`config.mk`:
```
export PLATFORM = sky130hd
export DESIGN_NAME = vga_timing_gen
export DESIGN_NICKNAME = d
export VERILOG_FILES = /design/src/rtl/vga_timing_pkg.sv /design/src/rtl/vga_axis_counter.sv /design/src/rtl/vga_timing_gen.sv
export SDC_FILE = /design/constraint.sdc
export NUM_CORES = 1
export LEC_CHECK = 0
export CAP_MARGIN = 20
export CELL_PAD_IN_SITES_DETAIL_PLACEMENT = 0
export CELL_PAD_IN_SITES_GLOBAL_PLACEMENT = 1
export CORE_MARGIN = 2
export CORE_UTILIZATION = 42
export DETAILED_ROUTE_END_ITERATION = 7
export GPL_TIMING_DRIVEN = 0
export HOLD_SLACK_MARGIN = 0.12
export PLACE_DENSITY_LB_ADDON = 0.1
export SETUP_SLACK_MARGIN = 0.2
export SYNTH_ARGS = -nofsm -noshare
export SYNTH_HDL_FRONTEND = slang
export SYNTH_HIERARCHICAL = 1
export SYNTH_SLANG_ARGS = --single-unit
export TNS_END_PERCENT = 20
```
`constraint.sdc`:
```
create_clock -name vga_clk -period 6.1 [get_ports vga_clk]
set_input_delay 0.915 -clock vga_clk [delete_from_list [all_inputs] [get_ports vga_clk]]
set_output_delay 0.915 -clock vga_clk [all_outputs]
set_load 0.01 [all_outputs]
```
`src/rtl/vga_timing_pkg.sv`:
```
// Shared 640x480@60 raster timing constants and the coordinate type used by
// the timing generator and every downstream renderer.
package vga_timing_pkg;

    localparam int unsigned COORD_W   = 32'd10;

    localparam int unsigned H_VISIBLE = 32'd640;
    localparam int unsigned H_FP      = 32'd16;
    localparam int unsigned H_SYNC    = 32'd96;
    localparam int unsigned H_BP      = 32'd48;
    localparam int unsigned H_TOTAL   = H_VISIBLE + H_FP + H_SYNC + H_BP;

    localparam int unsigned V_VISIBLE = 32'd480;
    localparam int unsigned V_FP      = 32'd10;
    localparam int unsigned V_SYNC    = 32'd2;
    localparam int unsigned V_BP      = 32'd33;
    localparam int unsigned V_TOTAL   = V_VISIBLE + V_FP + V_SYNC + V_BP;

    typedef logic [COORD_W-1:0] coord_t;

    localparam coord_t COORD_ZERO = 10'd0;
    localparam coord_t COORD_ONE  = 10'd1;

    // Half-open window test [lo, hi) on unsigned coordinates.
    function automatic logic in_window(input coord_t v, input coord_t lo, input coord_t hi);
        return (v >= lo) && (v < hi);
    endfunction

endpackage

```
`src/rtl/vga_axis_counter.sv`:
```
// One raster axis: a wrapping position counter plus look-ahead decode of the
// visible and sync windows from the value the counter is about to take.
module vga_axis_counter
    import vga_timing_pkg::*;
#(
    parameter int unsigned TOTAL      = H_TOTAL,
    parameter int unsigned VISIBLE    = H_VISIBLE,
    parameter int unsigned SYNC_START = H_VISIBLE + H_FP,
    parameter int unsigned SYNC_END   = H_VISIBLE + H_FP + H_SYNC
)(
    input  logic   clk,
    input  logic   reset,
    input  logic   adv,
    output logic   wrap_out,
    output coord_t count,
    output coord_t next_count,
    output logic   active,
    output logic   sync_n
);

    localparam coord_t LAST_C       = coord_t'(TOTAL - 32'd1);
    localparam coord_t VISIBLE_C    = coord_t'(VISIBLE);
    localparam coord_t SYNC_START_C = coord_t'(SYNC_START);
    localparam coord_t SYNC_END_C   = coord_t'(SYNC_END);

    coord_t count_r;
    coord_t next_s;
    logic   wrap_s;

    // Next position; reset parks the counter on its last value so the first
    // advance after release lands on zero.
    always_comb begin
        next_s = count_r;
        wrap_s = 1'b0;
        if (reset) begin
            next_s = LAST_C;
        end else if (adv) begin
            if (count_r == LAST_C) begin
                next_s = COORD_ZERO;
                wrap_s = 1'b1;
            end else begin
                next_s = count_r + COORD_ONE;
            end
        end else begin
            next_s = count_r;
        end
    end

    // Position register.
    always_ff @(posedge clk) begin
        if (reset) begin
            count_r <= LAST_C;
        end else begin
            count_r <= next_s;
        end
    end

    assign wrap_out   = wrap_s;
    assign count      = count_r;
    assign next_count = next_s;
    assign active     = (next_s < VISIBLE_C);
    assign sync_n     = ~in_window(next_s, SYNC_START_C, SYNC_END_C);

endmodule

```
`src/rtl/vga_timing_gen.sv`:
```
// Free-running VGA raster generator: registered coordinates, blanking, syncs,
// line/frame markers and a completed-frame counter, all mutually coherent.
module vga_timing_gen
    import vga_timing_pkg::coord_t;
    import vga_timing_pkg::COORD_ZERO;
#(
    parameter int unsigned H_VISIBLE = vga_timing_pkg::H_VISIBLE,
    parameter int unsigned H_FP      = vga_timing_pkg::H_FP,
    parameter int unsigned H_SYNC    = vga_timing_pkg::H_SYNC,
    parameter int unsigned H_BP      = vga_timing_pkg::H_BP,
    parameter int unsigned V_VISIBLE = vga_timing_pkg::V_VISIBLE,
    parameter int unsigned V_FP      = vga_timing_pkg::V_FP,
    parameter int unsigned V_SYNC    = vga_timing_pkg::V_SYNC,
    parameter int unsigned V_BP      = vga_timing_pkg::V_BP,
    parameter int unsigned FCNT_W    = 32'd16
)(
    input  logic              vga_clk,
    input  logic              reset,
    output coord_t            DrawX,
    output coord_t            DrawY,
    output logic              blank,
    output logic              hs,
    output logic              vs,
    output logic              line_start,
    output logic              frame_start,
    output logic [FCNT_W-1:0] frame_count
);

    localparam int unsigned H_TOTAL = H_VISIBLE + H_FP + H_SYNC + H_BP;
    localparam int unsigned V_TOTAL = V_VISIBLE + V_FP + V_SYNC + V_BP;
    localparam logic [FCNT_W-1:0] FCNT_ONE = {{(FCNT_W-1){1'b0}}, 1'b1};

    if (H_TOTAL > 32'd1024) begin : g_h_range
        $error("vga_timing_gen: H_TOTAL exceeds the 10-bit coordinate range");
    end
    if (V_TOTAL > 32'd1024) begin : g_v_range
        $error("vga_timing_gen: V_TOTAL exceeds the 10-bit coordinate range");
    end

    logic   h_wrap_s, h_active_s, h_sync_n_s;
    logic   v_wrap_s, v_active_s, v_sync_n_s;
    coord_t h_count_s, h_next_s;
    coord_t v_count_s, v_next_s;

    logic              blank_r;
    logic              hs_r;
    logic              vs_r;
    logic              line_start_r;
    logic              frame_start_r;
    logic [FCNT_W-1:0] frame_count_r;
    logic              started_r;
    logic              frame_wrap_s;

    vga_axis_counter #(
        .TOTAL      (H_TOTAL),
        .VISIBLE    (H_VISIBLE),
        .SYNC_START (H_VISIBLE + H_FP),
        .SYNC_END   (H_VISIBLE + H_FP + H_SYNC)
    ) u_h_axis (
        .clk        (vga_clk),
        .reset      (reset),
        .adv        (1'b1),
        .wrap_out   (h_wrap_s),
        .count      (h_count_s),
        .next_count (h_next_s),
        .active     (h_active_s),
        .sync_n     (h_sync_n_s)
    );

    vga_axis_counter #(
        .TOTAL      (V_TOTAL),
        .VISIBLE    (V_VISIBLE),
        .SYNC_START (V_VISIBLE + V_FP),
        .SYNC_END   (V_VISIBLE + V_FP + V_SYNC)
    ) u_v_axis (
        .clk        (vga_clk),
        .reset      (reset),
        .adv        (h_wrap_s),
        .wrap_out   (v_wrap_s),
        .count      (v_count_s),
        .next_count (v_next_s),
        .active     (v_active_s),
        .sync_n     (v_sync_n_s)
    );

    // v_wrap_s is only raised on a horizontal wrap, so this marks the last pixel.
    assign frame_wrap_s = h_wrap_s & v_wrap_s;

    // Output registers decoded from the next coordinates; the wrap that merely
    // leaves the reset parking position is not a completed frame.
    always_ff @(posedge vga_clk) begin
        if (reset) begin
            blank_r       <= 1'b0;
            hs_r          <= 1'b1;
            vs_r          <= 1'b1;
            line_start_r  <= 1'b0;
            frame_start_r <= 1'b0;
            frame_count_r <= {FCNT_W{1'b0}};
            started_r     <= 1'b0;
        end else begin
            blank_r       <= h_active_s & v_active_s;
            hs_r          <= h_sync_n_s;
            vs_r          <= v_sync_n_s;
            line_start_r  <= (h_next_s == COORD_ZERO);
            frame_start_r <= (h_next_s == COORD_ZERO) && (v_next_s == COORD_ZERO);
            started_r     <= 1'b1;
            if (frame_wrap_s && started_r) begin
                frame_count_r <= frame_count_r + FCNT_ONE;
            end else begin
                frame_count_r <= frame_count_r;
            end
        end
    end

    assign DrawX       = h_count_s;
    assign DrawY       = v_count_s;
    assign blank       = blank_r;
    assign hs          = hs_r;
    assign vs          = vs_r;
    assign line_start  = line_start_r;
    assign frame_start = frame_start_r;
    assign frame_count = frame_count_r;

endmodule

```
==> metrics.txt, run 1 <==
Post-Layout Cell Count=a little over 400; Reg2Reg Depth=12; routability cong.=0.822; Critical Path AT=4650 ps; GR Util All Layers=0.194; Worst-Margin Slew=~550 ps; post-DP HPWL=4160 um; cell count after placement=400; Tcrit/Tclk final=0.726; status=finished, final reports clean; Synth async-reset ratio=0; initial core utilization=0.438; Synth area leader=dfxtp_1; share of cells above drive strength 1=0.122; count leader, synth=dfxtp_1; P_leak=0.00111 uW; number of flops mapped to enable cells by yosys=0; CTS tree=built; first-pass GRT wire length=between 9000 and 10000 um; final setup violation count=0; top post-synthesis cells by count=dfxtp_1 (42), nor2_1 (34), xnor2_1 (15); initial antenna violation count=0; Slew Limit Fails=0; syn_area_per_cell=just under 9 um^2; main flop type after synthesis=dfxtp_1; CTS resizes=0; slew margin rel.=0.631; clk_lat worst skew=290 ps; Final TNS setup=0 ps; via count=about 2200; antenna-violating nets left=0; H-tree depth=2; CP max stage delay=630 ps; nets=around 340; Die Area=0.00641 mm^2; count of final hold-check violations=0; cts hold-fix bufs=0; power density over cell area=219 mW/mm^2; total power=672 uW; Overflow after GRT=0; Worst EP required=approximately 6300 ps; Startpoint Class=input port; clock-pin slew on the worst setup and hold paths=~80 ps; standard-cell rows=27; Clock Sinks=42; Setup crit end kind=flop; Worst path slowest cell=clkdlybuf4s50_1; input/output buffers=42; Mapped Cells=280; clk_skew=8.13 ps; synthesized area=0.00243 mm^2; crit-path cells=clkdlybuf4s50_1 > clkbuf_1 > nor3b_1 > buf_2 > and3_1 > nand3_1 > nor2_1 > nand3_2 > or3_4 > or4_1 > a21oi_1; CTS Buffer Depth=2; I/O Pins=43; post-synth top area share=0.346; DR pass1 iterations=4; Clock Root Buffer=clkbuf_8; post-synthesis sequential area ratio=0.346; area grow syn2layout=26.4%; VDD IR-drop max=around 110 uV; Max Cap Violations=0; Core Footprint=around 0.0055 mm^2; Residual DRC=0; Hold Path Cell Cnt=2; Post-CTS Setup Bufs=0; CP max FO=14; largest net degree at the start of global routing=15; achievable clock frequency=roughly 230 MHz; Num CTS Buffers=5; Vias/cell=5.43; DRT iter0 DRCs=slightly above 100; post-synth cell types=slightly below 70; Crit Path Class=input port to flop; Die X=~80 um; final worst path period need=4430 ps; Hold WC Path Type=flop to flop; #FFs+latches synth=between 40 and 50; top cells by area, synth=dfxtp_1 (35%), xnor2_1 (5.4%), nor2_1 (5.3%), nand4_1 (3.1%), xor2_1 (2.9%); WL/cell=roughly 14 um; RSZ-0062 raised after global routing=false; vias in the first global route=2047; final core utilization=0.554; diode count=0; Ys Warns=6; total wire length after detailed routing=between 5000 and 6000 um; Die Height=between 80 and 90 um
-- sequential cells by signal, summed over array words and instances, names as in the netlist --
name	flops
u_v_axis/count	10
started_r	1
hs	1
line_start	1
u_h_axis/count	10
frame_count	16
vs	1
frame_start	1
blank	1
-- cell usage in the layout (no fill, tap or decap), types with 3 or more instances in the layout --
cell,n
dfxtp_1,42
clkdlybuf4s50_1,42
nor2_1,34
xnor2_1,15
nand2_1,14
nand4_1,12
a21oi_1,11
inv_1,10
nor3_1,10
nor4_1,9
xor2_1,8
o21ai_0,7
and3_1,7
conb_1,7
or3_1,6
o21bai_1,6
clkbuf_8,5
clkbuf_1,4
nand3_1,4
ha_1,4
buf_2,4
nand3_2,3
o31ai_1,3
or4_1,3
buf_6,3
a31oi_1,3
nor3b_1,3
mux2i_1,3
-- final timing paths --
| kind | from | endpoint | slack, ps |
|---|---|---|---|
| hold reg to reg | frame_count[15] | frame_count[15] | 500 |
| hold / removal | frame_count[15] | frame_count[15] | 500 |
| setup / recovery | reset | frame_count[11] | 1670 |
| setup reg to reg | u_h_axis/count[0] | frame_count[11] | 2170 |
-- cells by family after synthesis --
family / after synthesis / synth area share
AND/OR/NAND/NOR: 134 / 0.338
AO/OA/AOI/OAI: 49 / 0.142
flip-flops: 42 / 0.346
XOR/XNOR: 23 / 0.0829
buffers and inverters: 23 / 0.0500
adder cells (fa/ha/maj): 4 / 0.0206
multiplexers: 4 / 0.0180
other: 1 / 0.00154
-- report_power, final --
part           leakage [uW]  internal [uW]  switching [uW]  total [uW]
combinational      0.000712           68.5            86.7         155
sequential         0.000341            285            14.5         300
clock             0.0000579            121            96.1         217
total               0.00111            474             197         672
-- worst max-delay path: cells and delay by family --
kind	cells	cell delay [ps]
AO/OA/AOI/OAI	1	140
buffers and inverters	3	1250
AND/OR/NAND/NOR	7	2330
-- through the flow --
stage	hold WS, ps	cell area, um^2	setup WS, ps
floorplan	502	2450	2690
global placement	485	2960	1430
detailed placement	489	2960	1360
CTS	503	3070	1670
global route	536	3070	1390
finish	497	3070	1670
-- cell type report --
class	count	area, um^2
repair buffers	42	420
fillers	525	2470
well taps	72	90.1
inverters	10	37.5
multi-input cells	221	1490
flip-flops and latches	42	841
plain buffers	13	83.8
clock inverters	3	40.0
clock buffers	5	68.8
-- metal layers --
layer  vias up  track usage  part of all wire  wire [um]
met1      1029        0.283              0.52       2920
met5         -            0                 0          0
met4         0       0.0644             0.017         98
li1       1128            -                 -          -
met2        49        0.278              0.42       2380
met3         8       0.0441             0.036        203
No activity file was read; power rests on OpenSTA's default activity.
==> run 2: changes to the inputs <==
Settings changed: CORE_UTILIZATION 42 to 39.
Clock period 6.1 ns to 4.2 ns, I/O delays scaled along.
==> run 2 against run 1 <==
Routed wire length is 2.0% higher. Sequential power is 45% higher. Worst setup slack worse by 1200 ps. Critical path type is now flop to flop. Critical endpoint is now frame_count[13].
==> metrics.txt, run 2 (synthesis gave the netlist of run 1 again) <==
input/output buffers=42 (unchanged); VDD IR-drop max=174 uV (was 106 uV); CTS Buffer Depth=2 (unchanged); clk_skew=5.32 ps (was 8.13 ps); total power=980 uW (was 672 uW); Vias/cell=5.36 (was 5.43); Die Area=0.00687 mm^2 (was 0.00641 mm^2); via count=2205 (was 2214); Final TNS setup=0 ps (unchanged); most frequent cells in the layout=dfxtp_1 (42), clkdlybuf4s50_1 (41), nor2_1 (33), xnor2_1 (15), nand2_1 (14) (was dfxtp_1 (42), clkdlybuf4s50_1 (42), nor2_1 (34), xnor2_1 (15), nand2_1 (14)); vias in the first global route=2048 (was 2047); DR pass1 iterations=5 (was 4); Residual DRC=0 (unchanged); cts hold-fix bufs=0 (unchanged); Die X=82.9 um (was 80.0 um); first-pass GRT wire length=9690 um (was 9790 um); Worst path slowest cell=or3_4 (was clkdlybuf4s50_1); largest net degree at the start of global routing=15 (unchanged); Worst EP required=4410 ps (was 6330 ps); Clock Sinks=42 (unchanged); GR Util All Layers=0.166 (was 0.194); slew margin rel.=0.616 (was 0.631); final setup violation count=0 (unchanged); Startpoint Class=flop (was input port); Hold WC Path Type=flop to flop (unchanged); count of final hold-check violations=0 (unchanged); cell count after placement=403 (was 400); Post-Layout Cell Count=411 (was 408); CTS tree=built (unchanged); slack of the worst reg-to-reg path=480 ps (was 2170 ps); share of cells above drive strength 1=0.125 (was 0.122); Clock Root Buffer=clkbuf_8 (unchanged); area grow syn2layout=27.0% (was 26.4%); crit-path cells=ha_1 > and3_1 > buf_4 > nor3b_2 > buf_2 > and3_1 > nand3_1 > nor2_2 > nand3_2 > or3_4 > or4_1 > a21oi_1 (was clkdlybuf4s50_1 > clkbuf_1 > nor3b_1 > buf_2 > and3_1 > nand3_1 > nor2_1 > nand3_2 > or3_4 > or4_1 > a21oi_1); diode count=0 (unchanged); final core utilization=0.518 (was 0.554); CP max FO=10 (was 14); RSZ-0062 raised after global routing=false (unchanged); H-tree depth=2 (unchanged); post-DP HPWL=4170 um (was 4160 um); total wire length after detailed routing=5720 um (was 5600 um); Max Cap Violations=0 (unchanged); final worst path period need=3720 ps; Slew Limit Fails=0 (unchanged); Die Height=82.9 um (was 80.0 um); CP max stage delay=460 ps (was 630 ps); Tcrit/Tclk final=0.885; initial core utilization=0.408 (was 0.438); Num CTS Buffers=5 (unchanged); achievable clock frequency=269 MHz; power density over cell area=318 mW/mm^2 (was 219 mW/mm^2); Worst-Margin Slew=576 ps (was 553 ps); antenna-violating nets left=0 (unchanged); DRT iter0 DRCs=59 (was 102); WL/cell=13.9 um (was 13.7 um); nets=341 (unchanged); routability cong.=0.769 (was 0.822); Critical Path AT=3930 ps (was 4650 ps); Setup crit end kind=flop (unchanged); Crit Path Class=flop to flop (was input port to flop); commonest non-fill, non-tap cell in the layout=dfxtp_1; Core Footprint=0.00596 mm^2 (was 0.00554 mm^2); standard-cell rows=28 (was 27); status=finished, final reports clean (unchanged); clock-pin slew on the worst setup and hold paths=80 ps (about the same); P_leak=0.00111 uW (about the same); max FFs per register=16 (unchanged); clk_lat worst skew=290 ps (about the same); Top cell by count, worst path=and3_1; I/O Pins=43 (unchanged); initial antenna violation count=0 (unchanged); Overflow after GRT=0 (unchanged); Min Hold Slack=495 ps (was 497 ps)
[run 2: worst paths after layout]
kind | from | depth (start not counted) | to
max | u_h_axis/count[0] | 12 | frame_count[13]
min | frame_count[15] | 2 | frame_count[15]
max reg2reg | u_h_axis/count[0] | 12 | frame_count[13]
min reg2reg | frame_count[15] | 2 | frame_count[15]
[run 2: worst max-delay path, delay by kind of cell (launching register included)]
family	cells	cell delay, ps
AO/OA/AOI/OAI	1	170
flip-flops	1	450
AND/OR/NAND/NOR	8	2290
buffers and inverters	2	450
adder cells (fa/ha/maj)	1	280
[run 2: metrics by stage]
step                setup WS (ps)  instance area, um^2
floorplan                     867                 2450
global placement             -256                 2970
detailed placement           -289                 2970
CTS                           201                 3080
global route                  234                 3090
finish                        482                 3090
[run 2: layout make-up]
cell class,count,area (um^2)
clock buffers,6,72.6
repair buffers,42,423
clock inverters,2,37.5
fillers,615,2870
multi-input cells,221,1500
inverters,10,37.5
plain buffers,13,83.8
flip-flops and latches,42,841
well taps,75,93.8
[run 2: timing repair]
action,4_1_cts,5_1_grt
buffers inserted,0,0
pin swaps,0,0
cloned,0,0
endpoints found under the setup margin,4,7
gates resized for setup,1,2
[run 2: per-layer routing]
metal  vias to the layer above  track usage  share of wire
li1                       1123            -              -
met1                      1029        0.230           0.50
met2                        51        0.271           0.45
met3                         2       0.0308          0.044
met4                         0       0.0358         0.0051
met5                         -            0              0
[run 2: power by group]
part / internal [uW] / switching [uW] / leakage (uW)
Combinational: 99.8 / 128 / 0.000722
Sequential: 415 / 21.0 / 0.000341
Clock: 177 / 139 / 0.0000514
==> run 3: changes to the inputs <==
Settings changed: CORE_MARGIN 2 to unset.
==> run 3 against run 2 <==
Sequential share of layout area did not move. Sequential power about the same. Register-to-register slack improved by 50 ps. Critical endpoint is now frame_count[11]. Largest power group unchanged. Highest routed layer unchanged.
==> metrics.txt, run 3 (synthesis gave the netlist of run 1 again) <==
clk_lat worst skew=300 ps (was 290 ps); Slew Limit Fails=0 (unchanged); Seq pwr share=0.439 (was 0.444); Worst EP required=4430 ps (was 4410 ps); final design instance area without fill=0.00309 mm^2 (unchanged); Critical Path AT=3900 ps (was 3930 ps); final worst path period need=3670 ps (was 3720 ps); post-DP HPWL=4090 um (was 4170 um); Overflow after GRT=0 (unchanged); VDD IR-drop max=207 uV (was 174 uV); achievable clock frequency=272 MHz (was 269 MHz); Post-CTS Setup Bufs=0 (unchanged); GR Util All Layers=0.183 (was 0.166); max FFs per register=16 (unchanged); sw frac=0.302 (was 0.294); Setup crit end kind=flop (unchanged); multi-input logic area=0.00149 mm^2 (was 0.00150 mm^2); Worst-Margin Slew=580 ps (was 576 ps); total wire length after detailed routing=5670 um (was 5720 um); slew margin rel.=0.611 (was 0.616); Core Footprint=0.00596 mm^2 (unchanged); Die Area=0.00655 mm^2 (was 0.00687 mm^2); Vias/cell=5.29 (was 5.36); Hold WC Path Type=flop to flop (unchanged); DP Area=0.00297 mm^2 (unchanged); standard-cell rows=28 (unchanged); Clock Sinks=42 (unchanged); nets=341 (unchanged); sequential cell area=841 um^2 (unchanged); commonest non-fill, non-tap cell in the layout=dfxtp_1 (unchanged); slack of the worst reg-to-reg path=530 ps (was 480 ps); clock-pin slew on the worst setup and hold paths=90 ps (was 80 ps); Tcrit/Tclk final=0.874 (was 0.885); H-tree depth=2 (unchanged); Startpoint Class=flop (unchanged); count of final hold-check violations=0 (unchanged); cts hold-fix bufs=0 (unchanged); Clk pwr share=0.334 (was 0.323); power density over cell area=322 mW/mm^2 (was 318 mW/mm^2); Residual DRC=0 (unchanged); DR pass1 iterations=4 (was 5); clk_skew=7.61 ps (was 5.32 ps); CP max FO=10 (unchanged); diode count=0 (unchanged); Num CTS Buffers=5 (unchanged); P_leak=0.00112 uW (was 0.00111 uW); final setup violation count=0 (unchanged); share of cells above drive strength 1=0.125 (unchanged); NetSw=300 uW (was 288 uW); first-pass GRT wire length=9330 um (was 9690 um); most frequent cells in the layout=dfxtp_1 (42), clkdlybuf4s50_1 (41), nor2_1 (34), xnor2_1 (15), nand2_1 (14) (was dfxtp_1 (42), clkdlybuf4s50_1 (41), nor2_1 (33), xnor2_1 (15), nand2_1 (14)); I/O Pins=43 (unchanged); fillers=619 (was 615); via count=2174 (was 2205); Die X=80.9 um (was 82.9 um); initial antenna violation count=0 (unchanged); Crit Path Class=flop to flop (unchanged); initial core utilization=0.408 (unchanged); routability cong.=0.782 (was 0.769); status=finished, final reports clean (unchanged); combinational share of power=0.227 (was 0.232); Clock Root Buffer=clkbuf_8 (unchanged); antenna-violating nets left=0 (unchanged); largest net degree at the start of global routing=15 (unchanged); input/output buffers=42 (unchanged); RSZ-0062 raised after global routing=false (unchanged); Die Height=80.9 um (was 82.9 um); Max Cap Violations=0 (unchanged); WL/cell=13.8 um (was 13.9 um); vias in the first global route=1932 (was 2048); internal power=693 uW (was 692 uW); area grow syn2layout=27.0% (unchanged); CTS Buffer Depth=2 (unchanged); CTS tree=built (unchanged); DRT iter0 DRCs=62 (was 59); final core utilization=0.518 (unchanged)
==> run 3: stage by stage <==
| stage | setup WS, ps | hold slack [ps] | TNS [ps] | total power, uW | std cells |
|---|---|---|---|---|---|
| after floorplan | 867 | 502 | 0 | 599 | 286 |
| after global placement | -214 | 467 | -737 | 669 | 403 |
| after detailed placement | -267 | 483 | -1050 | 669 | 403 |
| after CTS | 229 | 495 | 0 | 1000 | 411 |
| after global routing | 251 | 544 | 0 | 1040 | 411 |
| final | 528 | 489 | 0 | 992 | 411 |
==> run 3: path summary, 6_finish.rpt <==
path,from,endpoint,cells after the start
worst max-delay path,u_h_axis/count[0],frame_count[11],12
worst min-delay path,frame_count[15],frame_count[15],2
worst max register to register,u_h_axis/count[0],frame_count[11],12
worst min register to register,frame_count[15],frame_count[15],2
==> run 3: power by group through the flow <==
stage	Combinational, uW	Sequential, uW	Clock [uW]
finish	225	435	332
global route	248	439	357
CTS	227	436	342
detailed placement	224	445	0
global placement	224	445	0
floorplan	151	448	0
==> run 3: cell type report <==
cell class	count	area share
flip-flops and latches	42	0.273
inverters	10	0.0122
repair buffers	42	0.137
clock inverters	3	0.0142
multi-input cells	221	0.484
clock buffers	5	0.0223
well taps	75	0.0304
plain buffers	13	0.0272
==> run 3: critical path: stages (launching register included) <==
cell     delay [ps]
dfxtp_1         460
ha_1            270
and3_1          190
buf_4           170
nor3b_2         280
buf_2           270
and3_1          300
nand3_1         210
nor2_1          250
nand3_2         190
or3_4           460
or4_1           400
a21oi_1         150
==> run 3: layer usage <==
metal | vias up | global-route usage | routed length [um]
met4 | 0 | 0.0536 | 38
met1 | 1000 | 0.254 | 2820
met2 | 47 | 0.286 | 2560
li1 | 1123 | - | -
met3 | 4 | 0.0360 | 238
met5 | - | 0 | 0
==> run 3: timing repair <==
action | 4_1_cts | 5_1_grt
gates resized for setup | 1 | 1
endpoints found under the hold margin | 0 | 0
endpoints found under the setup margin | 3 | 7
pin swaps | 0 | 0
